### src/rtl/dmem_arbiter_if.sv
// Requester-side bus of the data-memory arbiter.
// One instance per requester port.
//   master modport: the requester drives req/we/addr/wdata and receives gnt/rvalid/rdata.
//   slave modport:  the arbiter's view of the same signals.
// Signals:
//   req    access request, held with we/addr/wdata until gnt is seen
//   we     1 = write, 0 = read
//   addr   memory address
//   wdata  write data
//   gnt    access accepted this cycle (combinational)
//   rvalid read data valid, one-cycle pulse per accepted read
//   rdata  read data, holds its last value while rvalid is low
interface dmem_arbiter_if #(
  parameter int unsigned ADDR_W = 12,
  parameter int unsigned DATA_W = 32
);
  logic              req;
  logic              we;
  logic [ADDR_W-1:0] addr;
  logic [DATA_W-1:0] wdata;
  logic              gnt;
  logic              rvalid;
  logic [DATA_W-1:0] rdata;

  modport master (output req, we, addr, wdata, input gnt, rvalid, rdata);
  modport slave  (input req, we, addr, wdata, output gnt, rvalid, rdata);
endinterface

### src/rtl/dmem_arbiter.sv
// Two-port arbiter in front of a single-port synchronous data memory.
// Port 0 (processor) has fixed priority; port 1 (debug/loader) takes priority once it has
// been denied STARVE_LIMIT consecutive cycles. Reads are tracked through a READ_LAT-deep
// pipeline so the returning mem_q is steered to the port that issued the read.
// Ports:
//   clock, reset       single clock, synchronous active-high reset
//   m0, m1             requester buses (dmem_arbiter_if.slave)
//   mem_address/data   address and write data to the memory, zero when idle
//   mem_wren           memory write enable
//   mem_q              memory read data, valid READ_LAT cycles after the address
//   stat_gnt0/1        grant counters per port       (only with DMEM_ARB_STATS_EN)
//   stat_conflict      cycles with both requests high (only with DMEM_ARB_STATS_EN)
// Optional feature macro: DMEM_ARB_STATS_EN adds the saturating statistics counters.
module dmem_arbiter #(
  parameter int unsigned ADDR_W       = 12,
  parameter int unsigned DATA_W       = 32,
  parameter int unsigned READ_LAT     = 1,
  parameter int unsigned STARVE_LIMIT = 4
) (
  input  logic              clock,
  input  logic              reset,
  dmem_arbiter_if.slave     m0,
  dmem_arbiter_if.slave     m1,
  output logic [ADDR_W-1:0] mem_address,
  output logic [DATA_W-1:0] mem_data,
  output logic              mem_wren,
  input  logic [DATA_W-1:0] mem_q
`ifdef DMEM_ARB_STATS_EN
  ,
  output logic [15:0]       stat_gnt0,
  output logic [15:0]       stat_gnt1,
  output logic [15:0]       stat_conflict
`endif
);

  logic [3:0]          starve_cnt_q, starve_cnt_d;
  logic                starved;
  logic                gnt0, gnt1, gnt_read;
  logic [READ_LAT-1:0] pipe_valid_q, pipe_owner_q;
  logic                ret_valid, ret_owner;
  logic [DATA_W-1:0]   rdata0_q, rdata1_q;

  assign starved = (32'(starve_cnt_q) >= STARVE_LIMIT);

  // Grants are suppressed during reset so a held request is only arbitrated afterwards.
  always_comb begin
    gnt0 = 1'b0;
    gnt1 = 1'b0;
    if (!reset) begin
      if (m1.req && (!m0.req || starved)) begin
        gnt1 = 1'b1;
      end else if (m0.req) begin
        gnt0 = 1'b1;
      end
    end
  end

  assign m0.gnt   = gnt0;
  assign m1.gnt   = gnt1;
  assign gnt_read = (gnt0 && !m0.we) || (gnt1 && !m1.we);

  always_comb begin
    mem_address = '0;
    mem_data    = '0;
    mem_wren    = 1'b0;
    if (gnt0) begin
      mem_address = m0.addr;
      mem_data    = m0.wdata;
      mem_wren    = m0.we;
    end else if (gnt1) begin
      mem_address = m1.addr;
      mem_data    = m1.wdata;
      mem_wren    = m1.we;
    end
  end

  always_comb begin
    starve_cnt_d = 4'd0;
    if (m1.req && !gnt1) begin
      starve_cnt_d = (starve_cnt_q == 4'hF) ? starve_cnt_q : starve_cnt_q + 4'd1;
    end
  end

  always_ff @(posedge clock) begin
    if (reset) begin
      starve_cnt_q <= 4'd0;
      pipe_valid_q <= '0;
      pipe_owner_q <= '0;
    end else begin
      starve_cnt_q    <= starve_cnt_d;
      pipe_valid_q[0] <= gnt_read;
      pipe_owner_q[0] <= gnt1;
      for (int i = 1; i < int'(READ_LAT); i++) begin
        pipe_valid_q[i] <= pipe_valid_q[i-1];
        pipe_owner_q[i] <= pipe_owner_q[i-1];
      end
    end
  end

  // Gating with reset drops any read still in flight when reset arrives.
  assign ret_valid = pipe_valid_q[READ_LAT-1] && !reset;
  assign ret_owner = pipe_owner_q[READ_LAT-1];
  assign m0.rvalid = ret_valid && !ret_owner;
  assign m1.rvalid = ret_valid && ret_owner;

  always_ff @(posedge clock) begin
    if (reset) begin
      rdata0_q <= '0;
      rdata1_q <= '0;
    end else begin
      if (m0.rvalid) rdata0_q <= mem_q;
      if (m1.rvalid) rdata1_q <= mem_q;
    end
  end

  // Returned data passes straight through in the rvalid cycle, then is held.
  assign m0.rdata = reset ? '0 : (m0.rvalid ? mem_q : rdata0_q);
  assign m1.rdata = reset ? '0 : (m1.rvalid ? mem_q : rdata1_q);

`ifdef DMEM_ARB_STATS_EN
  always_ff @(posedge clock) begin
    if (reset) begin
      stat_gnt0     <= '0;
      stat_gnt1     <= '0;
      stat_conflict <= '0;
    end else begin
      if (gnt0 && stat_gnt0 != 16'hFFFF) stat_gnt0 <= stat_gnt0 + 16'd1;
      if (gnt1 && stat_gnt1 != 16'hFFFF) stat_gnt1 <= stat_gnt1 + 16'd1;
      if (m0.req && m1.req && stat_conflict != 16'hFFFF) begin
        stat_conflict <= stat_conflict + 16'd1;
      end
    end
  end
`endif

endmodule

### src/flat_wrapper.sv
// flat-port wrapper written by rule: the top's interface ports become plain ports
module dmem_arbiter_flat 
#(
  parameter int unsigned ADDR_W       = 12,
  parameter int unsigned DATA_W       = 32,
  parameter int unsigned READ_LAT     = 1,
  parameter int unsigned STARVE_LIMIT = 4
)
  (clock, reset, mem_address, mem_data, mem_wren, mem_q, m0_req, m0_we, m0_addr, m0_wdata, m0_gnt, m0_rvalid, m0_rdata, m1_req, m1_we, m1_addr, m1_wdata, m1_gnt, m1_rvalid, m1_rdata);
  dmem_arbiter_if #(.ADDR_W(ADDR_W), .DATA_W(DATA_W)) m0_i ();
  dmem_arbiter_if #(.ADDR_W(ADDR_W), .DATA_W(DATA_W)) m1_i ();
  input  logic clock;
  input  logic reset;
  output logic [ADDR_W-1:0] mem_address;
  output logic [DATA_W-1:0] mem_data;
  output logic mem_wren;
  input  logic [DATA_W-1:0] mem_q;
  input wire logic [$bits(m0_i.req)-1:0] m0_req;
  input wire logic [$bits(m0_i.we)-1:0] m0_we;
  input wire logic [$bits(m0_i.addr)-1:0] m0_addr;
  input wire logic [$bits(m0_i.wdata)-1:0] m0_wdata;
  output wire logic [$bits(m0_i.gnt)-1:0] m0_gnt;
  output wire logic [$bits(m0_i.rvalid)-1:0] m0_rvalid;
  output wire logic [$bits(m0_i.rdata)-1:0] m0_rdata;
  input wire logic [$bits(m1_i.req)-1:0] m1_req;
  input wire logic [$bits(m1_i.we)-1:0] m1_we;
  input wire logic [$bits(m1_i.addr)-1:0] m1_addr;
  input wire logic [$bits(m1_i.wdata)-1:0] m1_wdata;
  output wire logic [$bits(m1_i.gnt)-1:0] m1_gnt;
  output wire logic [$bits(m1_i.rvalid)-1:0] m1_rvalid;
  output wire logic [$bits(m1_i.rdata)-1:0] m1_rdata;
  assign m0_i.req = m0_req;
  assign m0_i.we = m0_we;
  assign m0_i.addr = m0_addr;
  assign m0_i.wdata = m0_wdata;
  assign m0_gnt = m0_i.gnt;
  assign m0_rvalid = m0_i.rvalid;
  assign m0_rdata = m0_i.rdata;
  assign m1_i.req = m1_req;
  assign m1_i.we = m1_we;
  assign m1_i.addr = m1_addr;
  assign m1_i.wdata = m1_wdata;
  assign m1_gnt = m1_i.gnt;
  assign m1_rvalid = m1_i.rvalid;
  assign m1_rdata = m1_i.rdata;
  dmem_arbiter #(.ADDR_W(ADDR_W), .DATA_W(DATA_W), .READ_LAT(READ_LAT), .STARVE_LIMIT(STARVE_LIMIT)) u_core (.clock(clock), .reset(reset), .m0(m0_i), .m1(m1_i), .mem_address(mem_address), .mem_data(mem_data), .mem_wren(mem_wren), .mem_q(mem_q));
endmodule
### config.mk
export PLATFORM = sky130hd
export DESIGN_NAME = dmem_arbiter_flat
export DESIGN_NICKNAME = d
export VERILOG_FILES = /design/src/rtl/dmem_arbiter_if.sv /design/src/rtl/dmem_arbiter.sv /design/src/flat_wrapper.sv
export SDC_FILE = /design/constraint.sdc
export NUM_CORES = 1
export LEC_CHECK = 0
export ABC_AREA = 1
export CAP_MARGIN = 10
export CORE_MARGIN = 3
export CORE_UTILIZATION = 37
export DETAILED_ROUTE_END_ITERATION = 6
export PLACE_DENSITY = 0.9
export SLEW_MARGIN = 20
export SYNTH_ARGS = -nofsm -noshare
export SYNTH_HDL_FRONTEND = slang
export SYNTH_SLANG_ARGS = --single-unit
### constraint.sdc
create_clock -name clock -period 3.6 [get_ports clock]
set_input_delay 0.54 -clock clock [delete_from_list [all_inputs] [get_ports clock]]
set_output_delay 0.54 -clock clock [all_outputs]
set_load 0.05 [all_outputs]
-- Yosys cells after proc, flatten, opt, wreduce, memory -nomap -nowiden
Cells that the tools add are included.
- register bits: 70
- input port bits: 126
- output and inout bits: 113
- word-level logic and storage cells: 40
- add/subtract/negate cells: 1
- order comparisons: 1
- eq/ne operators: 1
- multiplexer cells: 15
- bitwise logic cells: 1
- reduce and logical (&&, ||, !) cells: 16
- operators by type and width (cell ; count):
    32-bit 2-to-1 mux ; 6
    12-bit 2-to-1 mux ; 2
    1-bit logical AND ; 7
    1-bit 2-to-1 mux ; 7
    1-bit logical NOT ; 6
    4-bit by 1-bit adder with 4-bit output, second input constant ; 1
    4-bit == test, second input constant ; 1
    4-bit by 3-bit greater-or-equal comparator with 1-bit output, second input constant ; 1
    1-bit logical OR ; 2
    2-bit OR reduction ; 1
    1-bit inverter ; 1

-- Depth between registers and ports, before layout
Gate-level depths: netlist of run 1.
- depth after elaboration: 9
- gate-level depth with buffers: 7

-- Worst setup path before layout of run 1
OpenSTA, ideal clock, no wires.
- kind: input to output
- from: in reset
- to: out m0_rdata[0]
- arrival time: 2.121 ns
- data required time: 3.060 ns
- setup slack: 0.939 ns
- stages: 5
- path buffers: 2
- path through: inv_1 nand3_1 buf_4 buf_4 o21ai_0
- longest elaborated chain between the ends: 5
- RTL lines (item ; line ; RTL):
    start: declaration ; flat_wrapper.sv:13 ; input logic reset;
    1-bit logical NOT ; n/a ;
    1-bit logical AND ; dmem_arbiter.sv:101 ; assign ret_valid = pipe_valid_q[READ_LAT-1] && !reset;
    1-bit logical AND ; dmem_arbiter.sv:103 ; assign m0.rvalid = ret_valid && !ret_owner;
    32-bit 2-to-1 mux ; dmem_arbiter.sv:117 ; assign m0.rdata = reset ? '0 : (m0.rvalid ? mem_q : rdata0_q);
    32-bit 2-to-1 mux * ; dmem_arbiter.sv:117 ;
    end: declaration ; flat_wrapper.sv:24 ; output wire logic [$bits(m0_i.rdata)-1:0] m0_rdata;
Every way passes the cells marked *; elsewhere a longest branch is shown, timed or not.

-- Worst setup path after layout of run 1
- from: in m0_req
- to: out mem_data[25]
- longest elaborated chain between the ends: 7
- RTL lines (item ; line ; RTL):
    start: declaration ; flat_wrapper.sv:18 ; input wire logic [$bits(m0_i.req)-1:0] m0_req;
    1-bit logical NOT ; dmem_arbiter.sv:50 ; if (m1.req && (!m0.req || starved)) begin
    1-bit logical OR ; dmem_arbiter.sv:50 ;
    1-bit logical AND ; dmem_arbiter.sv:50 ;
    1-bit 2-to-1 mux ; dmem_arbiter.sv:50 ;
    1-bit 2-to-1 mux ; dmem_arbiter.sv:49 ; if (!reset) begin
    32-bit 2-to-1 mux ; dmem_arbiter.sv:70 ; end else if (gnt1) begin
    32-bit 2-to-1 mux * ; dmem_arbiter.sv:66 ; if (gnt0) begin
    end: declaration ; flat_wrapper.sv:15 ; output logic [DATA_W-1:0] mem_data;
Marked as above.

==> flow_metrics.tcl, run 1 <==
set metrics [dict create \
    dpl.hpwl_mm 11.2 \
    post_cts_buffers 0 \
    cp.arrival_ns 2.41 \
    worst_pin_slew_ns 0.634 \
    hold_path.class "register to register" \
    rsz0062_at_grt "false" \
    grt_usage_pct 27.9 \
    ioPinCount 239 \
    yosysWarningCount 0 \
    num-fill-cells 385 \
    slew_headroom_pct 57.6 \
    synth_cell_types 15 \
    ctsHoldBuffers 0 \
    yosys.area_share.simple_pct 32.2 \
    cts_buffer_depth 2 \
    synth_top_area_share_pct 44.6 \
    synthArstFlopShare_pct 0 \
    drc 0 \
    fp.coreArea_um2 7970 \
    period_needed_ns 2.95 \
    synth_mux_area_share_pct 0 \
    grt_overflow_total 0 \
    synthXorXnorAreaFrac_pct 0.279 \
    drv_slew 0 \
    numCtsBuffers 9 \
    yosysTopAreaCell "dfxtp_1" \
    r2r_setup_slack_ns 2.21 \
    synth_ff_type "dfxtp_1" \
    ir_worst_vdd_mv 0.205 \
    portBuffers 238 \
    synth-seq-area-share_pct 44.6 \
    final_area_um2 6890 \
    fin_nets 780 \
    rr_worst_depth 4 \
    ant_nets 0 \
    syn_to_final_growth_pct 119 \
    grt_pass1_wl_mm 21.6 \
    grt_max_degree 66 \
    synth_fa_ha_area_share_pct 0.398 \
    gp_congestion 0.822 \
    r2r_start "u_core.pipe_owner_q$_SDFF_PP0_" \
    htree_levels 3 \
    ys_top_cells_by_count "nand3_1 (159), dfxtp_1 (70), o21ai_0 (64)" \
    die_area_um2 9640 \
    path_class "primary input to primary output" \
    setup_tns_ns 0 \
    clkTransAtPathRegs_ns 0.07 \
    setup_violations 0 \
    die_width_um 98.2 \
    syn_area_um2 3140 \
    start_util_pct 39.5 \
    synth_top_family_by_area "simple AND/OR/NAND/NOR gates" \
    fin_ws_ns 0.646 \
    drtIter0Drc 193 \
    finalHoldViolCount 0 \
    leakage_nw 2.93 \
    synth_nets 562 \
    path_max_fanout 32 \
    synth_compound_area_share_pct 10.7 \
    avgSynthCellArea_um2 7.23 \
    finalWirelength_mm 14.0 \
    end_kind "primary output" \
    cts.sink_count 70 \
    clk_latency_ns 0.33 \
    min_to "u_core.starve_cnt_q[0]$_SDFFE_PP0P_" \
    powerDensity_nw_per_um2 316 \
    fin_crit_sh_pct 82.0 \
    syn-instance-count 435 \
    antenna_found_initial 0 \
    layout-drive-gt1-share_pct 21.4 \
    vias 4055 \
    drtPass1Iterations 5 \
    synth_edf_count 0 \
    min_from "u_core.starve_cnt_q[0]$_SDFFE_PP0P_" \
    drv_cap 0 \
    place_ws_ns 0.669 \
    row_count 32 \
    yosys-top-cells-area "dfxtp_1 (45%), nand3_1 (25%), o21ai_0 (10%)" \
    antenna_cells 0 \
    clock_skew_ns 0.00615 \
    cp-start-kind "primary input" \
    grt_pass1_vias 4325 \
    max_freq_mhz 339 \
    routed_via_density 5.34 \
    holdPathStages 1 \
    cts-resized-gates 0 \
    cts-root-buf "clkbuf_8" \
    cp.required_ns 3.06 \
    synth.most_common_cell "nand3_1" \
    dpl_cell_area_um2 6690 \
    die_y_um 98.2 \
    outcome "finished clean" \
    ys_ff_latch 70 \
    r2r_end "u_core.rdata0_q[0]$_DFF_P_" \
    cts_tree "yes" \
    wl_per_cell_um 18.5 \
]
[cells by family (layout without fill, tap and decap cells)]
family                     Yosys count  after routing
AOI/OAI and AO/OA                   67             67
xor gates and xnor gates             1              1
adders and majority gates            1              1
buffers and inverters               80            303
DFF                                 70             70
other                                1              1
and+or+nand+nor                    215            215
[routing by layer]
layer  part of all wire, %  global-route usage, %  up-vias
met5                     0                      0        -
met4                   5.5                   16.1        0
met3                   8.1                   8.21       50
met2                    54                   51.5      226
met1                    32                   27.5     1883
li1                      -                      -     1896
[layout make-up]
class | count | area, µm² | area share (%)
clock buffer | 12 | 145 | 2.11
multi-input combinational | 285 | 1400 | 20.2
clock inverter | 4 | 55.1 | 0.799
tap | 102 | 128 | 1.85
timing repair buffer | 247 | 3620 | 52.5
sequential | 70 | 1400 | 20.3
inverter | 40 | 150 | 2.18
[layout by cell type (no fill, tap or decap), drive strengths merged, types with 3 or more instances in the layout]
cell and instances:
inv 41, nand2 49, dfxtp 70, o21ai 64
clkdlybuf4s50 125, nor2 6, clkbuf 12, a21oi 3
buf 122, nand3 159
[state kept, by name, indices dropped and copies added (netlist names)]
register             count
u_core.rdata0_q         32
u_core.rdata1_q         32
u_core.starve_cnt_q      4
u_core.pipe_owner_q      1
u_core.pipe_valid_q      1
[through the flow]
| step | power (W) | utilization (%) | hold WS [ns] | instances |
|---|---|---|---|---|
| 6_report | 0.00218 | 86.5 | 0.461 | 760 |
| 5_1_grt | 0.00226 | 86.5 | 0.512 | 760 |
| 4_1_cts | 0.00219 | 86.5 | 0.459 | 760 |
| 3_5_place_dp | 0.00157 | 84.0 | 0.449 | 744 |
| 3_3_place_gp | 0.00155 | 84.0 | 0.425 | 744 |
| 2_1_floorplan | 0.00113 | - | 0.414 | 435 |
[how the worst max path moves through the flow]
stage	start	endpoint	slack (ns)	depth (start not counted)
after floorplan	reset	m0_rdata[0]	0.94	5
after global placement	reset	m0_rdata[0]	0.71	6
after detailed placement	m0_req	mem_data[25]	0.67	7
after CTS	reset	m0_rdata[0]	0.66	6
after global routing	m0_req	mem_data[25]	0.52	7
final	m0_req	mem_data[25]	0.65	7
[worst max-delay path, stage by stage]
cell,delay (ns)
clkdlybuf4s50_1,0.55
nand2_1,0.11
nand2_1,0.49
buf_12,0.26
nand3_1,0.12
nand2_1,0.17
buf_12,0.15
[power breakdown]
group	switching (W)	total, W	internal (W)
clock	0.000284	0.000628	0.000343
sequential	0.00000771	0.000806	0.000798
combinational	0.000384	0.000745	0.000360
total	0.000676	0.00218	0.00150
(Power assumes the default switching activity.)
==> run 2: changes to the inputs <==
--- a/config.mk
+++ b/config.mk
@@ -8,9 +8,9 @@
 export ABC_AREA = 1
 export CAP_MARGIN = 10
 export CORE_MARGIN = 3
-export CORE_UTILIZATION = 37
+export CORE_UTILIZATION = 31
 export DETAILED_ROUTE_END_ITERATION = 6
-export PLACE_DENSITY = 0.9
+export PLACE_DENSITY = 0.81
 export SLEW_MARGIN = 20
 export SYNTH_ARGS = -nofsm -noshare
 export SYNTH_HDL_FRONTEND = slang
==> constraint.sdc (replaced) <==
create_clock -name clock -period 2.7 [get_ports clock]
set_input_delay 0.405 -clock clock [delete_from_list [all_inputs] [get_ports clock]]
set_output_delay 0.405 -clock clock [all_outputs]
set_load 0.05 [all_outputs]
==> run 2 against run 1 <==
Net effect:
- clock power rose by 32%
- power rose by 33%
- via count is 5.1% lower
- non-clock buffer count fell by 1
- first-iteration DRC count up 26%
- largest cell class unchanged
==> flow_metrics.tcl, run 2 (synthesized netlist as in run 1, its figures left out) <==
set metrics [dict create \
    outcome "finished clean" \
    worst_pin_slew_ns 0.539 \
    cp.required_ns 2.30 \
    dpl.hpwl_mm 10.0 \
    layout-drive-gt1-share_pct 21.6 \
    slew_headroom_pct 63.7 \
    path_max_fanout 65 \
    start_util_pct 32.0 \
    period_needed_ns 2.50 \
    cts-resized-gates 0 \
    routed_via_density 4.87 \
    grt_pass1_vias 3866 \
    ant_nets 0 \
    gp_congestion 0.840 \
    final_common_cell "nand3_1" \
    finalWirelength_mm 12.7 \
    drtIter0Drc 244 \
    ff_latch_area_um2 1400 \
    num-fill-cells 706 \
    grt_usage_pct 21.7 \
    clock_skew_ns 0.0138 \
    top_regs "u_core.rdata0_q: 32 flops, u_core.rdata1_q: 32 flops, u_core.starve_cnt_q: 4 flops" \
    end_kind "primary output" \
    multi_input_area_um2 1390 \
    cts_tree "yes" \
    finalPower_w 0.00289 \
    setup_tns_ns 0 \
    ioPinCount 239 \
    row_count 36 \
    fin_crit_sh_pct 92.5 \
    ctsHoldBuffers 0 \
    drv_cap 0 \
    layout_common_cells "nand3_1 (157), clkdlybuf4s50_1 (125), buf_12 (118)" \
    grt_max_degree 66 \
    finalHoldViolCount 0 \
    clk_latency_ns 0.34 \
    path_class "primary input to primary output" \
    vias 3848 \
    cts-root-buf "clkbuf_8" \
    cts.sink_count 70 \
    post_cts_buffers 0 \
    die_area_um2 11400 \
    ir_worst_vdd_mv 0.210 \
    antenna_cells 0 \
    die_width_um 107 \
    clkTransAtPathRegs_ns 0.07 \
    antenna_found_initial 0 \
    powerDensity_nw_per_um2 416 \
    drv_slew 0 \
    grt_pass1_wl_mm 19.8 \
    wl_per_cell_um 16.1 \
    leakage_nw 2.93 \
    numCtsBuffers 9 \
    fin_nets 779 \
    portBuffers 238 \
    grt_overflow_total 0 \
    fp.coreArea_um2 9820 \
    rsz0062_at_grt "false" \
    die_y_um 107 \
    drtPass1Iterations 5 \
    cp-start-kind "primary input" \
    cp.arrival_ns 2.09 \
    setup_violations 0 \
    cts_buffer_depth 2 \
    hold_path.class "register to register" \
    syn_to_final_growth_pct 121 \
    drc 0 \
    htree_levels 3 \
    max_freq_mhz 401 \
]
run 2: cell types whose count changed in the layout (fill, tap and decap cells not counted), moves of 2 or more:
cell      change
clkbuf_1      -2
clkinv_2      +2
buf_4         -3
nor2_4        -2
buf_12        +2
nor2_2        +2
run 2: area by class of cell:
cell class,count,area share [%]
repair buffers,246,52.4
well taps,133,2.40
flip-flops and latches,70,20.2
inverters,40,2.16
clock inverters,7,1.05
multi-input cells,285,20.0
clock buffers,9,1.79
run 2: power by group:
part,internal [W],switching [W],total [W]
sequential,0.00106,0.0000106,0.00107
combinational,0.000482,0.000500,0.000982
clock,0.000428,0.000402,0.000829
run 2: worst paths after layout:
kind | slack (ns) | endpoint | cells past startpoint | from
max reg2reg | 1.38 | u_core.rdata0_q[13]$_DFF_P_ | 4 | u_core.pipe_owner_q$_SDFF_PP0_
max | 0.20 | m0_rdata[13] | 6 | reset
min | 0.49 | u_core.starve_cnt_q[0]$_SDFFE_PP0P_ | 1 | u_core.starve_cnt_q[0]$_SDFFE_PP0P_
min reg2reg | 0.49 | u_core.starve_cnt_q[0]$_SDFFE_PP0P_ | 1 | u_core.starve_cnt_q[0]$_SDFFE_PP0P_
run 2: layer usage:
layer	share of wire, %	track usage, %
met2	53	41.2
met1	36	22.9
met4	2.8	8.31
met5	0	0
met3	8.6	5.54
run 2: critical path, stage by stage:
cell             delay [ns]
clkdlybuf4s50_1        0.53
inv_2                  0.16
nand3_2                0.10
buf_12                 0.19
o21ai_0                0.47
buf_12                 0.21
run 2: stage by stage:
step                cell area [µm²]  utilization [%]  hold slack (ns)  instances  worst slack [ns]
floorplan                      3140                -            0.414        435             0.309
global placement               6740             68.6            0.424        774             0.269
detailed placement             6740             68.6            0.464        774             0.235
CTS                            6940             70.6            0.478        790             0.234
global route                   6940             70.6            0.495        790             0.117
finish                         6940             70.6            0.485        790             0.203
